===== config.mk =====
export PLATFORM = sky130hd
export DESIGN_NAME = hwpe_tcdm_source_fetch
export DESIGN_NICKNAME = d
export VERILOG_FILES = /design/src/rtl/hwpe_tcdm_source_fetch.sv
export SDC_FILE = /design/constraint.sdc
export NUM_CORES = 1
export LEC_CHECK = 0
export BUFFER_PORTS_ARGS = -buffer_cell sky130_fd_sc_hd__buf_2
export CORE_MARGIN = 5
export CORE_UTILIZATION = 50
export DETAILED_ROUTE_END_ITERATION = 10
export PLACE_DENSITY = 0.73
export SYNTH_ARGS = -nofsm -noshare
export SYNTH_HDL_FRONTEND = slang
export SYNTH_SLANG_ARGS = --single-unit

===== constraint.sdc =====
create_clock -name clk -period 6.9 [get_ports clk]
set_clock_uncertainty 0.15 [all_clocks]
set_input_delay 0.345 -clock clk [delete_from_list [all_inputs] [get_ports clk]]
set_output_delay 0.345 -clock clk [all_outputs]
set_load 0.005 [all_outputs]

===== src/rtl/hwpe_tcdm_source_fetch.sv =====
// rtl/hwpe_tcdm_source_fetch.sv - NPX-port TCDM read fetcher feeding an in-order beat stream
// Requests are held per port until granted, responses are staged until the whole beat is back.
module hwpe_tcdm_source_fetch #(
  parameter int NPX        = 4,
  parameter int DATA_WIDTH = 32,
  parameter int FIFO_DEPTH = 4
) (
  input  logic                        clk,
  input  logic                        rst_n,
  input  logic                        clear_i,
  input  logic                        addr_valid_i,
  input  logic [NPX*32-1:0]           addr_i,
  output logic                        addr_inc_o,
  output logic [NPX-1:0]              tcdm_req_o,
  output logic [NPX*32-1:0]           tcdm_add_o,
  output logic [NPX-1:0]              tcdm_wen_o,
  output logic [NPX*DATA_WIDTH/8-1:0] tcdm_be_o,
  input  logic [NPX-1:0]              tcdm_gnt_i,
  input  logic [NPX-1:0]              tcdm_r_valid_i,
  input  logic [NPX*DATA_WIDTH-1:0]   tcdm_r_rdata_i,
  output logic                        stream_valid_o,
  output logic [NPX*DATA_WIDTH-1:0]   stream_data_o,
  input  logic                        stream_ready_i,
  output logic                        busy_o
);

  localparam int BW = NPX * DATA_WIDTH;
  localparam int AW = $clog2(FIFO_DEPTH);
  localparam int CW = AW + 1;

  logic            r_run;
  logic            r_clear_q;
  logic [NPX-1:0]  r_granted;
  logic [1:0]      r_pending;
  logic [NPX-1:0]  r_stage_valid;
  logic [BW-1:0]   r_stage_data;
  logic [BW-1:0]   r_fifo [FIFO_DEPTH];
  logic [AW-1:0]   r_wptr;
  logic [AW-1:0]   r_rptr;
  logic [CW-1:0]   r_count;

  logic [CW:0]     w_credit;
  logic            w_issue;
  logic [NPX-1:0]  w_req;
  logic [NPX-1:0]  w_new_gnt;
  logic            w_all_granted;
  logic            w_inc;
  logic [NPX-1:0]  w_rvalid;
  logic [NPX-1:0]  w_stage_all;
  logic            w_push;
  logic            w_pop;
  logic            w_full;
  logic [BW-1:0]   w_beat;

  // Credits cover beats already granted but not yet written, so the FIFO can never overflow.
  assign w_credit      = {1'b0, r_count} + (CW+1)'(r_pending);
  assign w_issue       = r_run & addr_valid_i & ~clear_i & (w_credit < (CW+1)'(FIFO_DEPTH));
  assign w_req         = {NPX{w_issue}} & ~r_granted;
  assign w_new_gnt     = w_req & tcdm_gnt_i;
  assign w_all_granted = &(r_granted | w_new_gnt);
  assign w_inc         = w_issue & w_all_granted;

  // Responses to beats issued before a flush land in the flush cycle or the one after.
  assign w_rvalid      = tcdm_r_valid_i & {NPX{~(clear_i | r_clear_q)}};
  assign w_stage_all   = r_stage_valid | w_rvalid;
  assign w_push        = (&w_stage_all) & ~clear_i;
  assign w_pop         = (r_count != '0) & stream_ready_i;
  assign w_full        = (r_count == CW'(FIFO_DEPTH));

  always_comb begin
    w_beat = r_stage_data;
    for (int i = 0; i < NPX; i++) begin
      if (w_rvalid[i]) w_beat[i*DATA_WIDTH +: DATA_WIDTH] = tcdm_r_rdata_i[i*DATA_WIDTH +: DATA_WIDTH];
    end
  end

  always_ff @(posedge clk or negedge rst_n) begin
    if (!rst_n) begin
      r_run         <= 1'b0;
      r_clear_q     <= 1'b0;
      r_granted     <= '0;
      r_pending     <= '0;
      r_stage_valid <= '0;
      r_stage_data  <= '0;
      r_wptr        <= '0;
      r_rptr        <= '0;
      r_count       <= '0;
      for (int i = 0; i < FIFO_DEPTH; i++) r_fifo[i] <= '0;
    end else begin
      r_run     <= 1'b1;
      r_clear_q <= clear_i;
      if (clear_i) begin
        r_granted     <= '0;
        r_pending     <= '0;
        r_stage_valid <= '0;
        r_wptr        <= '0;
        r_rptr        <= '0;
        r_count       <= '0;
      end else begin
        if (w_inc) r_granted <= '0;
        else       r_granted <= r_granted | w_new_gnt;

        r_stage_data <= w_beat;
        if (w_push) r_stage_valid <= '0;
        else        r_stage_valid <= w_stage_all;

        if (w_inc && !w_push && r_pending != 2'd2) r_pending <= r_pending + 2'd1;
        else if (!w_inc && w_push && r_pending != 2'd0) r_pending <= r_pending - 2'd1;

        if (w_push) begin
          r_fifo[r_wptr] <= w_beat;
          r_wptr         <= r_wptr + AW'(1);
        end
        if (w_pop) r_rptr <= r_rptr + AW'(1);

        case ({w_push, w_pop})
          2'b10:   r_count <= r_count + CW'(1);
          2'b01:   r_count <= r_count - CW'(1);
          default: r_count <= r_count;
        endcase
      end
    end
  end

  assign addr_inc_o     = w_inc;
  assign tcdm_req_o     = w_req;
  assign tcdm_add_o     = addr_i;
  assign tcdm_wen_o     = '1;
  assign tcdm_be_o      = '1;
  assign stream_valid_o = (r_count != '0);
  assign stream_data_o  = r_fifo[r_rptr];
  assign busy_o         = (r_pending != 2'd0) | (|r_granted) | (r_count != '0);

  a_no_overflow: assert property (@(posedge clk) disable iff (!rst_n) !(w_push && w_full));

endmodule


# After elaboration in Yosys (flattened, before gate mapping)
# Cells that the tools add are included.
[op_classes] add_sub_neg=7 multipliers=0 n_div=0 n_lt_le_gt_ge=4 eq_ne=3 shift=0 muxes=23 bitwise=19 n_reduce_logical=17
[ops] cell="512-bit bitwise mux" n=1
[ops] cell="128-bit 2-to-1 mux" n=3
[ops] cell="128-bit binary-select mux with 2-bit select" n=1
[ops] cell="128-bit demux with 2-bit select" n=1
[ops] cell="32-bit 2-to-1 mux" n=4
[ops] cell="4-bit 2-to-1 mux" n=4
[ops] cell="2-bit 2-to-1 mux" n=7
[ops] cell="4-bit bitwise AND" n=3
[ops] cell="3-bit nonzero test" n=3
[ops] cell="4-bit bitwise OR" n=2
[ops] cell="4-bit AND reduction" n=2
[ops] cell="2-bit by 1-bit adder with 2-bit output (second input constant)" n=3
[ops] cell="1-bit bitwise AND" n=6
[ops] cell="3-bit >= comparator (second input constant)" n=2
[ops] cell="2-bit inverter with 3-bit output" n=2
[ops] cell="3-bit case mux with 2 select lines" n=1
[ops] cell="2-bit nonzero test" n=3
[ops] cell="1-bit logical AND" n=5
[ops] cell="3-bit by 2-bit adder with 4-bit output" n=1
[ops] cell="4-bit by 3-bit less-than comparator with 1-bit output (second input constant)" n=1
[ops] cell="4-bit inverter" n=1
[ops] cell="4-bit OR reduction" n=1
[ops] cell="3-bit by 1-bit adder with 3-bit output (second input constant)" n=1
[ops] cell="3-bit by 1-bit less-than comparator with 1-bit output (second input constant)" n=1
[ops] cell="10 further kinds" n=14
[word_totals] reg_bits=659 latch_bits=0 ram_bits=0 mem_bits_ro=0 inputBits=269 out_inout_bits=283 elab_cells=86 n_memories=0

# Longest topological paths before layout
[depth] ltp_word=14 ltp_mapped=10

# Worst setup path before layout
# Ideal clock, no wire load.
[synth_path] path_type="register to register" startpoint="reg r_clear_q" endpoint="reg r_count[2]" setup_ns=0.136 arrival_ns=2.207 required_ns=6.614 path_slack_ns=4.408 stages_incl_launch_ff=11 n_path_buf=1 cell_sequence="dfrtp_1 -> buf_2 -> nor3b_4 -> o211ai_2 -> or2_2 -> and2_1 -> fa_1 -> inv_1 -> o211a_1 -> o21ai_0 -> nor3b_1"
[synth_via] elab_chain_cells=9
[synth_lines] element="start: declaration" line_no="32" text="logic r_clear_q;"
[synth_lines] element="start signal: assignment" line_no="91" text="r_clear_q <= clear_i;"
[synth_lines] element="1-bit bitwise OR *" line_no="64" text="assign w_rvalid = tcdm_r_valid_i & {NPX{~(clear_i | r_clear_q)}};"
[synth_lines] element="1-bit inverter *" line_no="64"
[synth_lines] element="4-bit bitwise AND *" line_no="64"
[synth_lines] element="4-bit bitwise OR *" line_no="65" text="assign w_stage_all = r_stage_valid | w_rvalid;"
[synth_lines] element="4-bit AND reduction *" line_no="66" text="assign w_push = (&w_stage_all) & ~clear_i;"
[synth_lines] element="1-bit bitwise AND *" line_no="66"
[synth_lines] element="2-bit by 1-bit == test with 1-bit output or 2-bit == test (tied branches)" line_no="116" text="case ({w_push, w_pop})"
[synth_lines] element="3-bit case mux with 2 select lines" line_no="116"
[synth_lines] element="3-bit 2-to-1 mux" line_no="92" text="if (clear_i) begin"
[synth_lines] element="end signal: assignment" line_no="117" text="2'b10: r_count <= r_count + CW'(1);"
[synth_lines] element="end signal: assignment" line_no="118" text="2'b01: r_count <= r_count - CW'(1);"
[synth_lines] element="end signal: assignment" line_no="119" text="default: r_count <= r_count;"
[synth_lines] element="end: declaration" line_no="40" text="logic [CW-1:0] r_count;"
# Every way passes the cells marked *; elsewhere a longest branch is shown, timed or not.
# A chain may end at the register's enable or synchronous reset.

# Worst setup path in the final report
[layout_path] startpoint="in clear_i" endpoint="reg r_fifo[106] (netlist name)"
[layout_via] elab_chain_cells=7
[layout_lines] element="start: declaration" line_no="10" text="input logic clear_i,"
[layout_lines] element="1-bit bitwise OR" line_no="64"
[layout_lines] element="1-bit inverter" line_no="64"
[layout_lines] element="4-bit bitwise AND" line_no="64"
[layout_lines] element="4-bit bitwise OR" line_no="65"
[layout_lines] element="4-bit AND reduction" line_no="66"
[layout_lines] element="1-bit bitwise AND" line_no="66"
[layout_lines] element="2-bit AND reduction (no source line)"
[layout_lines] element="end signal: indexed assignment" line_no="111" text="r_fifo[r_wptr] <= w_beat;"
[layout_lines] element="end: declaration" line_no="37" text="logic [BW-1:0] r_fifo [FIFO_DEPTH];"
# Parallel ways exist; a longest one is shown, timed or not.

==> metrics.yaml <==
type_of_element_capturing_the_critical_path: "register"
number_of_clock_sinks: 659
power_report.internal_total_w: 0.00674
setup_repair_after_global_routing_missed_its_margin: "false"
max_slew.worst_pin.slew_ns: 1.10
synth_largest_area_cell: "sky130_fd_sc_hd__dfrtp_1"
clock_latency_at_the_later_pin_of_the_worst_skew_pair_ns: 0.59
avgViaCountPerCell: 5.49
crit_fanout: 83
worstReg2RegStart: "r_clear_q$_DFF_PN0_"
synth_top_cells_by_area: "sky130_fd_sc_hd__dfrtp_1, sky130_fd_sc_hd__mux2_1, sky130_fd_sc_hd__mux4_2"
drt-initial-drc-count: 678
antenna_found_initial: 3
yosysWarningCount: 0
synthDominantCellAreaShare_pct: 56.6
drtAntennaViolNets: 0
core_ar_mm2: 0.0577
slew-limit-headroom_pct: 26.8
via_count_of_the_first_global_routing_pass: 17700
timing_hold_violations_final: 0
synth_seq_area_share_pct: 56.6
cap_violations: 0
crit_end: "r_fifo[106]$_DFFE_PN0P_"
rows: 88
min-delay-path-class: "input pin to register"
final_net_count: 2310
detailroute.via_count: 15700
floorplan.die_area_mm2: 0.0632
die-width_um: 251
worst-setup-path-type: "input pin to register"
postSynthAreaPerCell_um2: 16.5
async_flop_share_pct: 100
final_gp_congestion: 0.777
synth-edff-count: 0
setup_violations: 0
power.ir.vdd_worst_mv: 0.198
reg2reg_setup_slack_ns: 3.03
syn_inst: 1766
drc: 0
worst_path_most_repeated_cell: "sky130_fd_sc_hd__buf_4"
synth-main-ff-cell: "sky130_fd_sc_hd__dfrtp_1"
post-place-ws_ns: 2.76
tns_ns: 0
start_util_pct: 50.5
timing.rr.end: "r_fifo[106]$_DFFE_PN0P_"
areaGrowthSynthToFinish_pct: 15.3
drt_first_pass_iters: 4
numPortBuffers: 275
p_sw_w: 0.00199
numCtsBuffers: 70
worstPathCellList: "dlygate4sd3_1 > buf_2 > nor3b_4 > buf_4 > o211ai_2 > nor2_4 > nand2_8 > buf_4 > mux2_1"
power.density_mw_per_mm2: 260
number_of_buffers_on_the_longest_clock_path: 3
worst-r2r-cell-count: 7
clock.fmax_ghz: 0.250
synth_cell_type_count: 45
grt_first_pass_wirelength_um: 102000
start_kind: "input pin"
final_layout_size_suffix_gt1_share_pct: 34.0
crit_required_ns: 7.21
wl_per_cell_um: 22.2
finalMaxSlewViolations: 0
pin_count: 552
htreeDepth: 3
timing.final.ws_setup_ns: 2.90
pin_count_of_the_biggest_net_entering_global_routing: 194
timing.critical_path.slowest_cell_delay_ns: 0.59
time_the_final_worst_path_needs_with_i_o_delays_and_setup_ns: 4.00
netSwitchingFraction_pct: 22.8
cts.reportedPaths.clkPinSlew_ns: 0.06
power.combinational.fraction_pct: 9.2
worstHoldPathCells: 4
min_period_over_period_pct: 57.9
seqPwrFrac_pct: 47.4
globalRouteTotalUtil_pct: 20.2
dp_hpwl_um: 38500
die-height_um: 251
power.static_leakage_nw: 17.0
ctsResizeCount: 0
worstPathArrival_ns: 4.31
power.clock.fraction_pct: 43.4
clock_tree.root_cell: "sky130_fd_sc_hd__clkbuf_16"
critPathSlowestCell: "sky130_fd_sc_hd__buf_4"
outcome: "finished clean"
synth_register_bits: 659
tritoncts: "done"
drt_wl_total_um: 63100
mappedNetlistArea_mm2: 0.0291
gr-total-overflow: 0
startpoint: "clear_i"
[per-stage QoR]
step	cell area, µm²	instances	util [%]	hold slack (ns)	total power [W]
final	33600	2849	58.2	0.134	0.00873
after global routing	33600	2848	58.2	0.139	0.00911
after CTS	33600	2848	58.2	0.102	0.00886
after detailed placement	29900	2594	51.8	0.325	0.00496
after global placement	29900	2594	51.8	0.318	0.00493
after floorplan	29200	1786	-	-0.101	0.00469
[timing repair]
action | in CTS | in global routing
buffers inserted | 0 | 0
hold buffers | 134 | 0
hold endpoints to repair | 537 | 0
[cells in the final DEF, fill, tap and decap left out, drive strengths merged, types with 2 or more instances in the layout]
| master | Yosys | layout |
|---|---|---|
| nor2 | 18 | 18 |
| nand2 | 8 | 8 |
| o21ai | 5 | 5 |
| dfrtp | 659 | 659 |
| mux4 | 128 | 128 |
| conb | 1 | 21 |
| mux2i | 3 | 3 |
| clkbuf | 28 | 99 |
| nor4 | 2 | 2 |
| a211oi | 3 | 3 |
| xnor2 | 2 | 2 |
| nor3b | 5 | 5 |
| inv | 5 | 8 |
| buf | 222 | 293 |
| bufinv | 0 | 5 |
| a21oi | 5 | 5 |
| nor3 | 7 | 7 |
| ha | 5 | 5 |
| clkinv | 0 | 12 |
| dlygate4sd3 | 0 | 134 |
| mux2 | 641 | 641 |
| and2 | 2 | 2 |
| o22ai | 2 | 2 |
[layer usage]
metal | up-vias | part of all wire [%] | GRT usage [%]
met1 | 8269 | 41 | 26.2
met4 | 4 | 2.4 | 5.99
met5 | - | 0.054 | 0.226
li1 | 6796 | - | -
met2 | 478 | 49 | 33.1
met3 | 106 | 7.4 | 6.42
[sequential cells by signal, summed over array words and instances (netlist names)]
name           cells
r_clear_q          1
r_count            3
r_fifo           512
r_granted          4
r_pending          2
r_rptr             2
r_run              1
r_stage_data     128
r_stage_valid      4
r_wptr             2
[worst max-delay path: cells and delay by family]
family	cells	cell delay (ns)
buffers and inverters	4	1.91
and+or+nand+nor	3	1.30
muxes	1	0.42
AOI/OAI and AO/OA	1	0.22
[cell type report]
class / count / area [µm²]
clock buffers: 99 / 2080
inverters: 5 / 18.8
flip-flops and latches: 659 / 16500
clock inverters: 21 / 278
repair buffers: 427 / 2900
multi-input cells: 872 / 10800
diodes: 1 / 2.50
well taps: 765 / 957
fillers: 4333 / 24100
[worst min path at each step]
stage / startpoint / end / slack, ns
finish: stream_ready_i / r_rptr[0]$_DFFE_PN0P_ / 0.13
global placement: r_fifo[248]$_DFFE_PN0P_ / r_fifo[248]$_DFFE_PN0P_ / 0.32
floorplan: rst_n / r_clear_q$_DFF_PN0_ / -0.10
CTS: addr_valid_i / r_granted[3]$_DFF_PN0_ / 0.10
detailed placement: r_fifo[157]$_DFFE_PN0P_ / r_fifo[157]$_DFFE_PN0P_ / 0.33
global route: addr_valid_i / r_granted[3]$_DFF_PN0_ / 0.14
[cell families after synthesis]
| logic type | Yosys count | synth area share [%] |
|---|---|---|
| adder cells (fa/ha/maj) | 6 | 0.283 |
| buffers and inverters | 255 | 6.66 |
| multiplexers | 772 | 34.8 |
| XOR/XNOR | 3 | 0.0902 |
| AO/OA/AOI/OAI | 23 | 0.563 |
| AND/OR/NAND/NOR | 47 | 1.01 |
| other | 1 | 0.0129 |
| flip-flops | 659 | 56.6 |
[power groups by stage]
| stage | logic (W) | registers [W] | clock network (W) |
|---|---|---|---|
| 6_report | 0.000803 | 0.00413 | 0.00379 |
| 2_1_floorplan | 0.000522 | 0.00417 | 0 |
| 5_1_grt | 0.000894 | 0.00416 | 0.00406 |
| 3_3_place_gp | 0.000730 | 0.00420 | 0 |
| 3_5_place_dp | 0.000757 | 0.00421 | 0 |
| 4_1_cts | 0.000822 | 0.00414 | 0.00390 |
[synthesized netlist by cell type (all sizes together) (2+ instances only)]
cell type / instances
nor2: 18
nor3b: 5
buf: 222
nor4: 2
ha: 5
inv: 5
mux2: 641
a21oi: 5
nand2: 8
and2: 2
o22ai: 2
o21ai: 5
mux4: 128
dfrtp: 659
nor3: 7
a211oi: 3
xnor2: 2
clkbuf: 28
mux2i: 3
Note: power is estimated with default switching activity, not from simulation.
